--- src/rtl/press_classifier.sv ---
// press_classifier: classifies a debounced switch level into short, long and double presses.
// Optional PRESS_COUNT_EN adds a saturating count of accepted press edges.
module press_classifier #(
    parameter int LONG_CYCLES = 5_000_000,
    parameter int GAP_CYCLES  = 1_500_000,
    parameter int CNT_WIDTH   = 23
) (
    input  logic CLK,
    input  logic RST,
    input  logic detected,
    output logic short_press,
    output logic long_press,
    output logic double_press,
    output logic busy
`ifdef PRESS_COUNT_EN
    ,output logic [7:0] press_count
`endif
);
    typedef enum logic [2:0] {IDLE, PRESS1, HOLD, GAP, PRESS2} state_t;
    localparam logic [CNT_WIDTH-1:0] L_LONG = CNT_WIDTH'(LONG_CYCLES);
    localparam logic [CNT_WIDTH-1:0] L_GAP  = CNT_WIDTH'(GAP_CYCLES);
    state_t               r_state, w_state;
    logic [CNT_WIDTH-1:0] r_cnt, w_cnt, w_cnt_inc;
    logic                 r_det_d, r_short, r_long, r_double;
    logic                 w_short, w_long, w_double, w_accept;
    logic                 w_press, w_release;
    assign w_press   = detected & ~r_det_d;
    assign w_release = ~detected & r_det_d;
    assign w_cnt_inc = r_cnt + 1'b1;
    always_comb begin
        w_state  = r_state;
        w_cnt    = r_cnt;
        w_short  = 1'b0;
        w_long   = 1'b0;
        w_double = 1'b0;
        w_accept = 1'b0;
        case (r_state)
            IDLE: if (w_press) begin
                w_state  = PRESS1;
                w_cnt    = CNT_WIDTH'(1);
                w_accept = 1'b1;
            end
            PRESS1: if (w_release) begin
                w_state = GAP;
                w_cnt   = CNT_WIDTH'(1);
            end else if (w_cnt_inc >= L_LONG) begin
                w_state = HOLD;
                w_long  = 1'b1;
                w_cnt   = '0;
            end else begin
                w_cnt = w_cnt_inc;
            end
            HOLD: if (w_release) w_state = IDLE;
            // A full gap wins over a press edge arriving in the same cycle
            GAP: if (r_cnt >= L_GAP) begin
                w_state = IDLE;
                w_short = 1'b1;
                w_cnt   = '0;
            end else if (w_press) begin
                w_state  = PRESS2;
                w_accept = 1'b1;
            end else begin
                w_cnt = w_cnt_inc;
            end
            PRESS2: if (w_release) begin
                w_state  = IDLE;
                w_double = 1'b1;
            end
            default: w_state = IDLE;
        endcase
    end
    // det_d resets high so a switch held through reset is not seen as a press
    always_ff @(posedge CLK or negedge RST) begin
        if (!RST) begin
            r_state  <= IDLE;
            r_cnt    <= '0;
            r_det_d  <= 1'b1;
            r_short  <= 1'b0;
            r_long   <= 1'b0;
            r_double <= 1'b0;
        end else begin
            r_state  <= w_state;
            r_cnt    <= w_cnt;
            r_det_d  <= detected;
            r_short  <= w_short;
            r_long   <= w_long;
            r_double <= w_double;
        end
    end
    assign short_press  = r_short;
    assign long_press   = r_long;
    assign double_press = r_double;
    assign busy         = r_state != IDLE;
`ifdef PRESS_COUNT_EN
    logic [7:0] r_press_count;
    always_ff @(posedge CLK or negedge RST) begin
        if (!RST) r_press_count <= '0;
        else if (w_accept && r_press_count != 8'hFF) r_press_count <= r_press_count + 1'b1;
    end
    assign press_count = r_press_count;
`else
    logic w_unused;
    assign w_unused = w_accept;
`endif
endmodule

--- config.mk ---
export PLATFORM = sky130hd
export DESIGN_NAME = press_classifier
export DESIGN_NICKNAME = d
export VERILOG_FILES = /design/src/rtl/press_classifier.sv
export SDC_FILE = /design/constraint.sdc
export NUM_CORES = 1
export LEC_CHECK = 0
export BUFFER_PORTS_ARGS = -buffer_cell sky130_fd_sc_hd__buf_2
export CORE_MARGIN = 2
export CORE_UTILIZATION = 62
export CTS_CLUSTER_DIAMETER = 30
export DETAILED_ROUTE_END_ITERATION = 8
export PLACE_DENSITY_LB_ADDON = 0.15
export SYNTH_ARGS = -nofsm -noshare
export SYNTH_HDL_FRONTEND = slang
export SYNTH_SLANG_ARGS = --single-unit
--- constraint.sdc ---
create_clock -name CLK -period 4.5 [get_ports CLK]
set_input_delay 0.45 -clock CLK [delete_from_list [all_inputs] [get_ports CLK]]
set_output_delay 0.45 -clock CLK [all_outputs]
set_load 0.02 [all_outputs]
# Yosys cells after proc, flatten, opt, wreduce, memory -nomap -nowiden

Cells that the tools add are included.

Output and inout port bits: 4
Flip-flop bits (word level): 30

Bitwise operators: 4
Reduce and logical (&&, ||, !) cells: 6
$lt $le $gt $ge: 2
Eq/ne operators: 9
Add/subtract/negate cells: 1
Multiplexer cells: 20

Operator list:

| cell                                                                                  | count |
|---|---|
| 23-bit 2-to-1 mux                                                                     | 5 |
| 23-bit case mux with 3 select lines                                                   | 1 |
| 23-bit by 1-bit adder with 23-bit output, second input constant                       | 1 |
| 23-bit by 21-bit greater-or-equal comparator with 1-bit output, second input constant | 1 |
| 23-bit greater-or-equal comparator, second input constant                             | 1 |
| 3-bit 2-to-1 mux                                                                      | 6 |
| 3-bit case mux with 4 select lines                                                    | 1 |
| 3-bit != test, second input constant                                                  | 3 |
| 1-bit 2-to-1 mux                                                                      | 7 |
| 3-bit by 2-bit == test with 1-bit output, second input constant                       | 2 |
| 3-bit nonzero test                                                                    | 2 |
| 4-bit AND reduction                                                                   | 1 |
| 3-bit by 1-bit == test with 1-bit output, second input constant                       | 1 |
| 3-bit == test, second input constant                                                  | 1 |
| 3-bit logical NOT                                                                     | 1 |
| 3-bit AND reduction                                                                   | 1 |
| 1-bit AND                                                                             | 2 |
| 2-bit by 1-bit != test with 1-bit output, second input constant                       | 1 |
| 2-bit != test, second input constant                                                  | 1 |
| 1-bit inverter                                                                        | 2 |
| 2-bit OR reduction                                                                    | 1 |

# Depth between registers and ports, before layout

Word-level depth: 5
Mapped depth: 11

# Worst setup path before layout

No wires, ideal clock.

Path kind: reg-to-reg
Start: register r_cnt[1]
End: register r_cnt[16]
Period minus slack after synthesis: 2.552 ns
Data required time: 4.364 ns
Stages on the path, launching flop included: 12
Arrival time: 2.416 ns
Setup slack: 1.948 ns
Library setup time: 0.136 ns
Cells stage by stage: dfrtp_1 -> ha_1 -> clkbuf_2 -> and4_4 -> nand2b_2 -> or3_1 -> xor2_1 -> a211oi_2 -> o211ai_2 -> buf_6 -> a31oi_2 -> o41ai_2

Cells in the longest elaborated chain, start to end: 5
Elaborated cells on any way between the ends: 10

RTL lines:

| element                                  | line | RTL |
|---|---|---|
| start, declared                          | 23   | `logic [CNT_WIDTH-1:0] r_cnt, w_cnt, w_cnt_inc;` |
| start signal, assigned                   | 83   | `r_cnt <= w_cnt;` |
| 23-bit by 1-bit adder with 23-bit output | 29   | `assign w_cnt_inc = r_cnt + 1'b1;` |
| 23-bit greater-or-equal comparator       | 46   | `end else if (w_cnt_inc >= L_LONG) begin` |
| 23-bit 2-to-1 mux                        | 46   |  |
| 23-bit 2-to-1 mux                        | 43   | `PRESS1: if (w_release) begin` |
| 23-bit case mux with 3 select lines      | 37   | `case (r_state)` |

Parallel ways exist; a longest one is shown, timed or not. The select of a mux whose other input is x is not followed.
A chain may end at the register's enable or synchronous reset.

# Worst setup path after layout

Start: register r_cnt[1]
End: register r_state[1]

Cells in the longest elaborated chain, start to end: 4
Elaborated cells on any way between the ends: 8

RTL lines:

| element                                  | line | RTL |
|---|---|---|
| 23-bit by 1-bit adder with 23-bit output | 29   |  |
| 23-bit greater-or-equal comparator       | 46   |  |
| 3-bit != test (no source line)           | --   |  |
| 4-bit AND reduction (no source line)     | --   |  |
| end signal, assigned                     | 82   | `r_state <= w_state;` |
| end, declared                            | 22   | `state_t r_state, w_state;` |

Parallel ways exist; a longest one is shown, timed or not.

==> Flow_metrics.wiki <==
{| class="wikitable"
! Metric !! Value
|-
| Full die area || 4650 um^2
|-
| Post-synth EDFFs || 0
|-
| Post-route clock period utilization || 0.748
|-
| Proportion of total power due to net switching || 0.467
|-
| Share of flip-flops with an asynchronous set or reset || 1.00
|-
| Net total in the final layout || 288
|-
| Nature of the critical path endpoint || flip-flop
|-
| DRC marker count from the first detailed-route iteration || 203
|-
| Average instance area after synthesis || 8.52 um^2
|-
| Final-report hold violation count || 0
|-
| Mux contribution to synthesized area || 0.00392
|-
| Xor/xnor cell area share of the yosys netlist || 0.0137
|-
| Number of DRC violations after detailed routing || 0
|-
| Routability congestion estimate from global placement || 0.912
|-
| Cell repeated most along the worst path || nand4_1
|-
| Post-Synth Simple-Gate Area || 0.270
|-
| Outcome || complete, no violations
|-
| Delay of the slowest cell on the worst path || 920 ps
|-
| Area of placed instances || 2490 um^2
|-
| Largest cells by area after synthesis || dfrtp_1 (28%), a22o_1 (6.2%), and3_1 (5.1%)
|-
| Total via count in the routed design || 2,373
|-
| Latest clock arrival within the worst-skew pair || 290 ps
|-
| Worst IR drop on VDD || 0.393 mV
|-
| Overall track demand over capacity in global routing || 0.295
|-
| H-tree depth || 2
|-
| Maximum number of pins on one net before global-route repair || 31
|-
| Area of the multi-input gates || 1590 um^2
|-
| Cells after synthesis || 300
|-
| Relative slew slack || 0.231
|-
| Data required time of the critical path || 4670 ps
|-
| Total core area || 3970 um^2
|-
| Final setup violation count || 0
|-
| Post-synth cell types || 59
|-
| Router iterations before antenna repair || 5
|-
| Top-Level Pins || 7
|-
| Synthesized cell area || 2550 um^2
|-
| Startpoint kind of the worst setup timing path || flip-flop
|-
| Worst reg2reg startpoint || r_cnt[1]
|-
| CTS tree || yes
|-
| Min Clock Period, post-route || 3370 ps
|-
| Power Total || 0.00102 W
|-
| Critical path class || reg2reg
|-
| Detail Route Antenna Nets || 0
|-
| Sum of negative setup slack || 0 ps
|-
| Slowest-stage cell, CP || o211ai_2
|-
| Compound-cell area share of the yosys netlist || 0.323
|-
| #FFs+latches synth || 30
|-
| Layout cell share with drive strength beyond 1 || 0.130
|-
| Dominant register cell in the synthesized netlist || dfrtp_1
|-
| Peak clock frequency supported by timing || 0.297 GHz
|-
| Hold-fix buffers, CTS || 0
|-
| GRT overflow || 0
|-
| Share of the yosys chip area belonging to registers || 0.294
|-
| Die width || 68.2 um
|-
| Mean routed wirelength per cell || 18.8 um
|-
| R2r setup slk || 1130 ps
|-
| Final cell area excluding filler cells || 2590 um^2
|-
| Most frequent cells in the layout || dfrtp_1 (29), and3_1 (21), nand2_1 (19)
|-
| Num rows || 23
|-
| Worst-path cell chain || ha_1 > nand4_1 > nor3_1 > nand4_1 > a21oi_1 > o211ai_1 > o211ai_2 > a211oi_1 > a21o_1
|-
| Max Slew Vio Count || 0
|-
| Worst EP arrival || 3540 ps
|-
| Overall die height || 68.2 um
|-
| Main combinational cell family by area after synthesis || compound AO/OA/AOI/OAI gates
|-
| Slew @ Worst Pin || 1150 ps
|-
| Power share of the combinational group || 0.430
|-
| Count of antenna diodes in the layout || 0
|-
| Vias in the first global route || 2,211
|-
| Synthesized net count || 305
|-
| Initial core utilization || 0.643
|-
| Portion of total power attributed to the clock network || 0.227
|-
| Commonest non-fill, non-tap cell in the layout || dfrtp_1
|-
| Clock-pin transition on the worst setup and hold timing paths || 70 ps
|-
| Initial antenna violation count || 0
|-
| Global-route wire length before repair || 10.5 mm
|-
| Clock sinks || 30
|-
| MaxCap Viol Count || 0
|-
| Area growth syn-to-layout || 1.22%
|-
| Worst Skew || 10.2 ps
|-
| Warning count from the yosys run || 0
|-
| CTS Buffer Depth || 2
|-
| Biggest area consumer among synthesized cells || dfrtp_1
|-
| Detailed Place HPWL || 4.12 mm
|-
| Min Hold Slack || 196 ps
|-
| Setup repair after global routing missed its margin || false
|-
| Part of the total power dissipated in sequential elements || 0.344
|-
| Class of the tightest hold or removal check || in2async
|-
| Leakage || 1.05 nW
|-
| Utilization after layout || 0.651
|-
| Critical path buffer and inverter count || 0
|-
| Fill cell total of the finished layout || 348
|-
| Max FO, Critical Path || 24
|-
| Post-detailed-routing wire length || 6.27 mm
|-
| Ratio of total power to cell area || 394 nW/um^2
|-
| Switching power total || 0.000476 W
|-
| Root Buffer || clkbuf_8
|-
| IO Port Bufs || 6
|-
| Adder-cell area share of the yosys netlist || 0.00979
|-
| Setup crit start || r_cnt[1]
|-
| Area taken by flip-flops and latches || 752 um^2
|-
| Yosys top cell area share || 0.284
|-
| Delay-heaviest family, CP || compound AO/OA/AOI/OAI gates
|-
| Post-DR vias/cell || 7.10
|-
| Number of buffers created by CTS || 5
|-
| Post-CTS Setup Inserts || 0
|-
| Post-cts sizing count || 0
|-
| Internal Pwr Total || 0.000544 W
|}
[power by group through the flow]
stage | sequential (W) | combinational [W] | clock, W
2_1_floorplan | 0.000329 | 0.000373 | 0
3_3_place_gp | 0.000350 | 0.000428 | 0
3_5_place_dp | 0.000353 | 0.000434 | 0
4_1_cts | 0.000349 | 0.000434 | 0.000235
5_1_grt | 0.000358 | 0.000480 | 0.000249
6_report | 0.000350 | 0.000438 | 0.000231
[path summary, 6_finish.rpt]
path / endpoint / cells past startpoint
worst max-delay path: r_state[1] / 9
worst min-delay path: r_cnt[9] / 1
worst max register to register: r_state[1] / 9
worst min register to register: double_press / 1
max in group asynchronous: short_press / 1
min in group CLK: r_det_d / 1
[flip-flops by register name (all words and copies together), names as in the netlist]
signal        count
r_det_d           1
short_press       1
r_state           3
double_press      1
long_press        1
r_cnt            23
[cell usage after synthesis (3+ instances only)]
master	number
buf_2	10
o21ai_0	12
and3_1	21
o211ai_1	4
nand4_1	11
nor2b_1	3
o31ai_1	8
a22oi_1	3
buf_4	4
nand2b_1	4
o41ai_2	3
inv_1	8
nor3_1	8
a211oi_1	4
o41ai_1	11
a22o_1	18
a21o_1	3
nand2_1	19
clkbuf_1	14
and2_1	3
buf_6	4
nand3_1	7
nor2_1	14
a21oi_1	8
a32oi_1	3
or3_1	6
a31oi_2	3
a31oi_1	17
dfrtp_1	29
and4_1	3
[cell families (layout without fill, tap and decap cells)]
family,after synthesis,in the layout
xor+xnor,4,4
compound gates,107,107
fa+ha+maj,2,2
buf+inv,42,26
flops,30,30
mux,1,1
simple gates,114,114
[through the flow]
step / setup slack [ps] / std cells
2_1_floorplan: 1950 / 300
3_3_place_gp: 1270 / 326
3_5_place_dp: 1180 / 326
4_1_cts: 1190 / 334
5_1_grt: 821 / 334
6_report: 1130 / 334
[routing by layer]
metal / vias up / GRT usage / share of wire
met5: - / 0 / 0
met4: 0 / 0.0750 / 0.015
met3: 13 / 0.0592 / 0.057
met2: 86 / 0.481 / 0.46
met1: 1134 / 0.400 / 0.46
li1: 1140 / - / -
[cell type report]
| class | instances | area share |
|---|---|---|
| inverter | 8 | 0.0116 |
| clock buffer | 7 | 0.0334 |
| clock inverter | 1 | 0.00194 |
| tap | 50 | 0.0242 |
| timing repair buffer | 10 | 0.0232 |
| sequential | 30 | 0.291 |
| multi-input combinational | 228 | 0.615 |
(Power assumes the default switching activity.)
